[config.mk]
export PLATFORM = sky130hd
export DESIGN_NAME = uart_tx_flat
export DESIGN_NICKNAME = d
export VERILOG_FILES = /design/src/rtl/uart_tx_if.sv /design/src/rtl/uart_tx.sv /design/src/flat_wrapper.sv
export SDC_FILE = /design/constraint.sdc
export NUM_CORES = 1
export LEC_CHECK = 0
export BUFFER_PORTS_ARGS = -buffer_cell sky130_fd_sc_hd__buf_2
export CAP_MARGIN = 15
export CORE_ASPECT_RATIO = 1.25
export CORE_MARGIN = 8
export CORE_UTILIZATION = 40
export CTS_BUF_LIST = sky130_fd_sc_hd__clkbuf_8
export CTS_CLUSTER_DIAMETER = 120
export DETAILED_ROUTE_END_ITERATION = 16
export PLACE_DENSITY_LB_ADDON = 0.08
export SETUP_SLACK_MARGIN = 0.15
export SLEW_MARGIN = 10
export SYNTH_ARGS = -nofsm -noshare
export SYNTH_HDL_FRONTEND = slang
export SYNTH_SLANG_ARGS = --single-unit
[constraint.sdc]
create_clock -name clk_i -period 2.2 [get_ports clk_i]
set_input_delay 0.33 -clock clk_i [delete_from_list [all_inputs] [get_ports clk_i]]
set_output_delay 0.33 -clock clk_i [all_outputs]
set_load 0.02 [all_outputs]
[src/rtl/uart_tx_if.sv]
// -----------------------------------------------------------------------------
// uart_tx_if: word handshake between the CPU side and the UART transmitter.
//   data_i        word to send (driven by master)
//   data_valid_i  request to send data_i (driven by master)
//   ready_o       transmitter holding register empty (driven by slave)
// A transfer happens on a clock edge where data_valid_i && ready_o.
// -----------------------------------------------------------------------------
interface uart_tx_if #(
  parameter int unsigned DATA_W = 8
);
  logic [DATA_W-1:0] data_i;
  logic              data_valid_i;
  logic              ready_o;

  modport master (output data_i, output data_valid_i, input ready_o);
  modport slave  (input data_i, input data_valid_i, output ready_o);
endinterface

[src/rtl/uart_tx.sv]
// -----------------------------------------------------------------------------
// uart_tx: UART transmitter. Accepts words over a valid/ready handshake into a
// one-entry holding register and shifts them out as start/data(LSB first)/stop
// frames, back-to-back when the next word is already queued.
//
// Optional feature: define UART_TX_PARITY_EN to insert an even-parity bit
// after the MSB of every frame.
//
// Ports:
//   clk_i        single clock
//   reset_i      synchronous, active-high reset
//   bus_if       slave side of uart_tx_if (data_i, data_valid_i, ready_o)
//   tx_o         serial line, idle high, registered
//   busy_o       frame in progress or word pending in the holding register
//   done_strb_o  one-cycle pulse on the last cycle of each stop bit
// -----------------------------------------------------------------------------
module uart_tx #(
  parameter int unsigned UART_DATA_LENGTH           = 8,
  parameter int unsigned TX_COUNTER_BITWIDTH        = 3,
  parameter int unsigned BAUD_COUNTS_PER_BIT        = 521,
  parameter int unsigned BAUD_RATE_COUNTER_BITWIDTH = 10
) (
  input  logic       clk_i,
  input  logic       reset_i,
  uart_tx_if.slave   bus_if,
  output logic       tx_o,
  output logic       busy_o,
  output logic       done_strb_o
);

  localparam int unsigned DW = UART_DATA_LENGTH;
  localparam int unsigned IW = TX_COUNTER_BITWIDTH;
  localparam int unsigned BW = BAUD_RATE_COUNTER_BITWIDTH;

  typedef enum logic [2:0] {
    stIDLE,
    stSTARTBIT,
    stSENDING,
`ifdef UART_TX_PARITY_EN
    stPARITY,
`endif
    stSTOPBIT
  } state_e;

  state_e          state_q, state_d;
  logic [BW-1:0]   baud_q, baud_d;
  logic [IW-1:0]   idx_q, idx_d;
  logic [DW-1:0]   shift_q, shift_d;
  logic [DW-1:0]   hold_q, hold_d;
  logic            hold_full_q, hold_full_d;
  logic            tx_q, tx_d;
  logic            done_q, done_d;
`ifdef UART_TX_PARITY_EN
  logic            par_q, par_d;
`endif

  logic bit_end;
  assign bit_end = (baud_q == BW'(BAUD_COUNTS_PER_BIT));

  // State and datapath registers
  always_ff @(posedge clk_i) begin
    if (reset_i) begin
      state_q     <= stIDLE;
      baud_q      <= '0;
      idx_q       <= '0;
      shift_q     <= '0;
      hold_q      <= '0;
      hold_full_q <= 1'b0;
      tx_q        <= 1'b1;
      done_q      <= 1'b0;
`ifdef UART_TX_PARITY_EN
      par_q       <= 1'b0;
`endif
    end else begin
      state_q     <= state_d;
      baud_q      <= baud_d;
      idx_q       <= idx_d;
      shift_q     <= shift_d;
      hold_q      <= hold_d;
      hold_full_q <= hold_full_d;
      tx_q        <= tx_d;
      done_q      <= done_d;
`ifdef UART_TX_PARITY_EN
      par_q       <= par_d;
`endif
    end
  end

  // Next-state, handshake and line-level logic. tx and done are derived from
  // the current state so the line lags the FSM by exactly one cycle throughout.
  always_comb begin
    state_d     = state_q;
    baud_d      = baud_q;
    idx_d       = idx_q;
    shift_d     = shift_q;
    hold_d      = hold_q;
    hold_full_d = hold_full_q;
    tx_d        = 1'b1;
    done_d      = 1'b0;
`ifdef UART_TX_PARITY_EN
    par_d       = par_q;
`endif

    // Accept only into an empty holding register; a load below only happens
    // when it is full, so the two never collide.
    if (bus_if.data_valid_i && !hold_full_q) begin
      hold_d      = bus_if.data_i;
      hold_full_d = 1'b1;
    end

    if (state_q == stIDLE || bit_end) baud_d = '0;
    else                              baud_d = baud_q + BW'(1);

    unique case (state_q)
      stIDLE: begin
        tx_d = 1'b1;
        if (hold_full_q) begin
          shift_d     = hold_q;
          hold_full_d = 1'b0;
          idx_d       = '0;
`ifdef UART_TX_PARITY_EN
          par_d       = 1'b0;
`endif
          state_d     = stSTARTBIT;
        end
      end
      stSTARTBIT: begin
        tx_d = 1'b0;
        if (bit_end) begin
          idx_d   = '0;
          state_d = stSENDING;
        end
      end
      stSENDING: begin
        tx_d = shift_q[0];
        if (bit_end) begin
          shift_d = shift_q >> 1;
          idx_d   = idx_q + IW'(1);
`ifdef UART_TX_PARITY_EN
          par_d   = par_q ^ shift_q[0];
`endif
          if (idx_q == IW'(UART_DATA_LENGTH - 1)) begin
`ifdef UART_TX_PARITY_EN
            state_d = stPARITY;
`else
            state_d = stSTOPBIT;
`endif
          end
        end
      end
`ifdef UART_TX_PARITY_EN
      stPARITY: begin
        tx_d = par_q;
        if (bit_end) state_d = stSTOPBIT;
      end
`endif
      stSTOPBIT: begin
        tx_d = 1'b1;
        if (bit_end) begin
          done_d = 1'b1;
          // Chain straight into the next frame when a word is waiting.
          if (hold_full_q) begin
            shift_d     = hold_q;
            hold_full_d = 1'b0;
            idx_d       = '0;
`ifdef UART_TX_PARITY_EN
            par_d       = 1'b0;
`endif
            state_d     = stSTARTBIT;
          end else begin
            state_d = stIDLE;
          end
        end
      end
      default: state_d = stIDLE;
    endcase
  end

  assign tx_o           = tx_q;
  assign done_strb_o    = done_q;
  assign busy_o         = (state_q != stIDLE) || hold_full_q;
  assign bus_if.ready_o = !hold_full_q;

endmodule
[src/flat_wrapper.sv]
// flat-port wrapper written by rule: the top's interface ports become plain ports
module uart_tx_flat 
#(
  parameter int unsigned UART_DATA_LENGTH           = 8,
  parameter int unsigned TX_COUNTER_BITWIDTH        = 3,
  parameter int unsigned BAUD_COUNTS_PER_BIT        = 521,
  parameter int unsigned BAUD_RATE_COUNTER_BITWIDTH = 10
)
  (clk_i, reset_i, tx_o, busy_o, done_strb_o, bus_if_data_i, bus_if_data_valid_i, bus_if_ready_o);
  uart_tx_if bus_if_i ();
  input  logic clk_i;
  input  logic reset_i;
  output logic tx_o;
  output logic busy_o;
  output logic done_strb_o;
  input wire logic [$bits(bus_if_i.data_i)-1:0] bus_if_data_i;
  input wire logic [$bits(bus_if_i.data_valid_i)-1:0] bus_if_data_valid_i;
  output wire logic [$bits(bus_if_i.ready_o)-1:0] bus_if_ready_o;
  assign bus_if_i.data_i = bus_if_data_i;
  assign bus_if_i.data_valid_i = bus_if_data_valid_i;
  assign bus_if_ready_o = bus_if_i.ready_o;
  uart_tx #(.UART_DATA_LENGTH(UART_DATA_LENGTH), .TX_COUNTER_BITWIDTH(TX_COUNTER_BITWIDTH), .BAUD_COUNTS_PER_BIT(BAUD_COUNTS_PER_BIT), .BAUD_RATE_COUNTER_BITWIDTH(BAUD_RATE_COUNTER_BITWIDTH)) u_core (.clk_i(clk_i), .reset_i(reset_i), .bus_if(bus_if_i), .tx_o(tx_o), .busy_o(busy_o), .done_strb_o(done_strb_o));
endmodule
==> results.sh <==
export IMPL_status="complete, no violations"
export IMPL_layout_area_overhead_vs_synth_pct=14.2
export IMPL_power_switching_uw=735
export IMPL_die_width_um=73.0
export IMPL_antenna_left=0
export IMPL_number_of_drc_markers_after_the_initial_detailed_route_iteration=34
export IMPL_die_h_um=87.3
export IMPL_clkPwrFrac=0.232
export IMPL_timing_worst_setup_path_type="register to register"
export IMPL_grt_overflow_total=0
export IMPL_max_slew_margin_rel=0.696
export IMPL_cp_max_fo=7
export IMPL_ff2ff_setup_slack_ps=260
export IMPL_htree_levels=2
export IMPL_combPwrFrac=0.369
export IMPL_worst_endpoint_required_ps=2380
export IMPL_finalInstanceArea_sq_um=1860
export IMPL_synth_top_cell_area_share=0.418
export IMPL_cts_inserted_buffers=5
export IMPL_top_level_ports=15
export IMPL_min_delay_path_class="input port to register"
export IMPL_report_final_setup_viol=0
export IMPL_nNetsFinal=209
export IMPL_cts_root_buffer_cell="sky130_fd_sc_hd__clkbuf_8"
export IMPL_gpl_final_weighted_congestion=0.819
export IMPL_setup_total_negative_slack_ps=0
export IMPL_remaining_drc_errors=0
export IMPL_die_area_sq_um=6380
export IMPL_cts_buffer_depth=2
export IMPL_layout_cell_share_with_drive_strength_beyond_1=0.173
export IMPL_postPlaceCellArea_sq_um=1750
export IMPL_power_leakage_nw=0.674
export IMPL_slew_viol_final=0
export IMPL_max_cap_viol_count=0
export IMPL_fin_worst_hold_slack_ps=280
export IMPL_via_per_inst=5.10
export IMPL_cts_clk_slew_worst_paths_ps=70
export IMPL_totalWireLength_um=3180
export IMPL_cp_end_kind="register"
export IMPL_final_hold_violation_count=0
export IMPL_synth_fp_nets=191
export IMPL_clock_fmax_mhz=516
export IMPL_groute_usage_overall=0.108
export IMPL_post_synth_cell_area_avg_sq_um=9.46
export IMPL_power_density_nw_per_um2=1090
export IMPL_time_the_worst_path_needs_with_i_o_delays_and_setup_ps=1940
export IMPL_worst_endpoint_arrival_ps=2120
export IMPL_routedWlPerCell_um=12.9
export IMPL_post_synthesis_cells=172
export IMPL_synth_top_area_cell="sky130_fd_sc_hd__dfxtp_1"
export IMPL_design_core_area_sq_um=4000
export IMPL_top_library_cells_by_usage_in_the_layout_fill_and_taps_aside="sky130_fd_sc_hd__dfxtp_1, sky130_fd_sc_hd__nor2_1, sky130_fd_sc_hd__mux2i_1"
export IMPL_synth_async_sr_flop_share=0
export IMPL_antenna_found_initial=0
export IMPL_vdd_drop_max_uv=493
export IMPL_synthesis_area_sq_um=1630
export IMPL_worst_slew_pin_transition_ps=452
export IMPL_detailedPlacementHpwl_um=2230
export IMPL_rsz_0062_raised_after_global_routing="no"
export IMPL_num_vias=1259
export IMPL_cts_repair_resize_count=0
export IMPL_cts_hold_repair_buffers=0
export IMPL_place_port_buffers=14
export IMPL_synth_flop_cell="sky130_fd_sc_hd__dfxtp_1"
export IMPL_ys_warnings_count=0
export IMPL_antennaDiodeCount=0
export IMPL_synth_seq_cells=34
export IMPL_grt_start_max_net_pins=28
export IMPL_detail_route_first_pass_iterations=4
export IMPL_share_of_power_burned_in_registers=0.400
export IMPL_sw_frac_of_total=0.364
export IMPL_post_cts_repair_setup_buffers=0
export IMPL_floorplan_rows=26
export IMPL_clock_skew_ps=3.62
export IMPL_synth_cell_types=37
export IMPL_initial_utilization=0.407
export IMPL_commonest_non_fill_non_tap_cell_in_the_layout="sky130_fd_sc_hd__dfxtp_1"
export IMPL_first_global_vias=1246
export IMPL_worstSetupStartpointType="register"
export IMPL_synth_enable_flop_cells=0
export IMPL_cts_tree="done"
export IMPL_clk_latency_ps=280
export IMPL_first_pass_grt_wire_length_um=5400
export IMPL_ys_top_cells_by_area="sky130_fd_sc_hd__dfxtp_1, sky130_fd_sc_hd__mux2i_1, sky130_fd_sc_hd__ha_1"
export IMPL_cts_num_sinks=34
export IMPL_final_min_period_over_clock_period=0.880
export IMPL_internal_power_mw=1.28
export IMPL_seq_area_frac_synth=0.418
## flip-flops by register name, indices dropped and copies added (netlist names)
| name | flops |
|---|---|
| u_core.baud_q | 10 |
| u_core.done_strb_o | 1 |
| u_core.hold_full_q | 1 |
| u_core.hold_q | 8 |
| u_core.idx_q | 3 |
| u_core.shift_q | 8 |
| u_core.state_q | 2 |
| u_core.tx_o | 1 |
## worst paths after layout
path,start,depth (start not counted),to
max,u_core.state_q[0],6,u_core.idx_q[1]
min,bus_if_data_i[4],3,u_core.hold_q[4]
max reg2reg,u_core.state_q[0],6,u_core.idx_q[1]
min reg2reg,u_core.hold_q[4],2,u_core.hold_q[4]
## worst max-delay path, cell delays in order (launching register included)
cell and delay, ps:
sky130_fd_sc_hd__dfxtp_1 390, sky130_fd_sc_hd__inv_1 80, sky130_fd_sc_hd__ha_1 290, sky130_fd_sc_hd__or3_1 420
sky130_fd_sc_hd__a41oi_2 360, sky130_fd_sc_hd__nor3_1 90, sky130_fd_sc_hd__o21ba_2 200
## kinds of logic (layout without fill, tap and decap cells)
| logic type | after synthesis | in the layout | synth area share |
|---|---|---|---|
| adder cells (fa/ha/maj) | 8 | 8 | 0.0615 |
| flip-flops | 34 | 34 | 0.418 |
| AO/OA/AOI/OAI | 35 | 35 | 0.162 |
| multiplexers | 15 | 15 | 0.0923 |
| XOR/XNOR | 8 | 8 | 0.0431 |
| buffers and inverters | 13 | 32 | 0.0408 |
| AND/OR/NAND/NOR | 59 | 59 | 0.182 |
## layout make-up
type	count	area [sq um]
clock inverter	2	8.76
inverter	6	22.5
tap	56	70.1
multi-input combinational	125	893
fill	404	2140
sequential	34	681
timing repair buffer	18	100
clock buffer	6	82.6
## power groups by stage
stage | clock (mW) | combinational [mW] | sequential, mW
after floorplan | 0 | 0.570 | 0.809
after global placement | 0 | 0.712 | 0.816
after detailed placement | 0 | 0.725 | 0.819
after CTS | 0.487 | 0.728 | 0.807
after global routing | 0.519 | 0.822 | 0.823
final | 0.468 | 0.745 | 0.807
## cells in the mapped netlist (2+ instances only)
cell type,count
sky130_fd_sc_hd__clkbuf_1,5
sky130_fd_sc_hd__nand3_1,4
sky130_fd_sc_hd__nor3_1,3
sky130_fd_sc_hd__nand2_1,10
sky130_fd_sc_hd__mux2i_1,15
sky130_fd_sc_hd__nor3b_1,2
sky130_fd_sc_hd__dfxtp_1,34
sky130_fd_sc_hd__xor2_1,2
sky130_fd_sc_hd__or3_1,4
sky130_fd_sc_hd__nor4_1,2
sky130_fd_sc_hd__nor2b_1,3
sky130_fd_sc_hd__nand2b_1,3
sky130_fd_sc_hd__ha_1,8
sky130_fd_sc_hd__nor2_1,22
sky130_fd_sc_hd__a21oi_1,12
sky130_fd_sc_hd__inv_1,6
sky130_fd_sc_hd__a311oi_1,7
sky130_fd_sc_hd__o21ai_0,6
sky130_fd_sc_hd__xnor2_1,6
## metrics by stage
| step | instances | utilization | total power [mW] | setup slack [ps] |
|---|---|---|---|---|
| after CTS | 247 | 0.461 | 2.02 | 172 |
| after detailed placement | 239 | 0.438 | 1.54 | 197 |
| after global placement | 239 | 0.438 | 1.53 | 284 |
| final | 247 | 0.464 | 2.02 | 264 |
| after global routing | 247 | 0.464 | 2.16 | 125 |
| after floorplan | 172 | - | 1.38 | 408 |
## routing by layer
metal | up-vias | part of all wire | global-route usage
li1 | 648 | - | -
met1 | 593 | 0.45 | 0.118
met2 | 14 | 0.51 | 0.179
met3 | 4 | 0.030 | 0.0403
met4 | 0 | 0.011 | 0.0493
met5 | - | 0 | 0
Power figures use the tool's default switching activity.
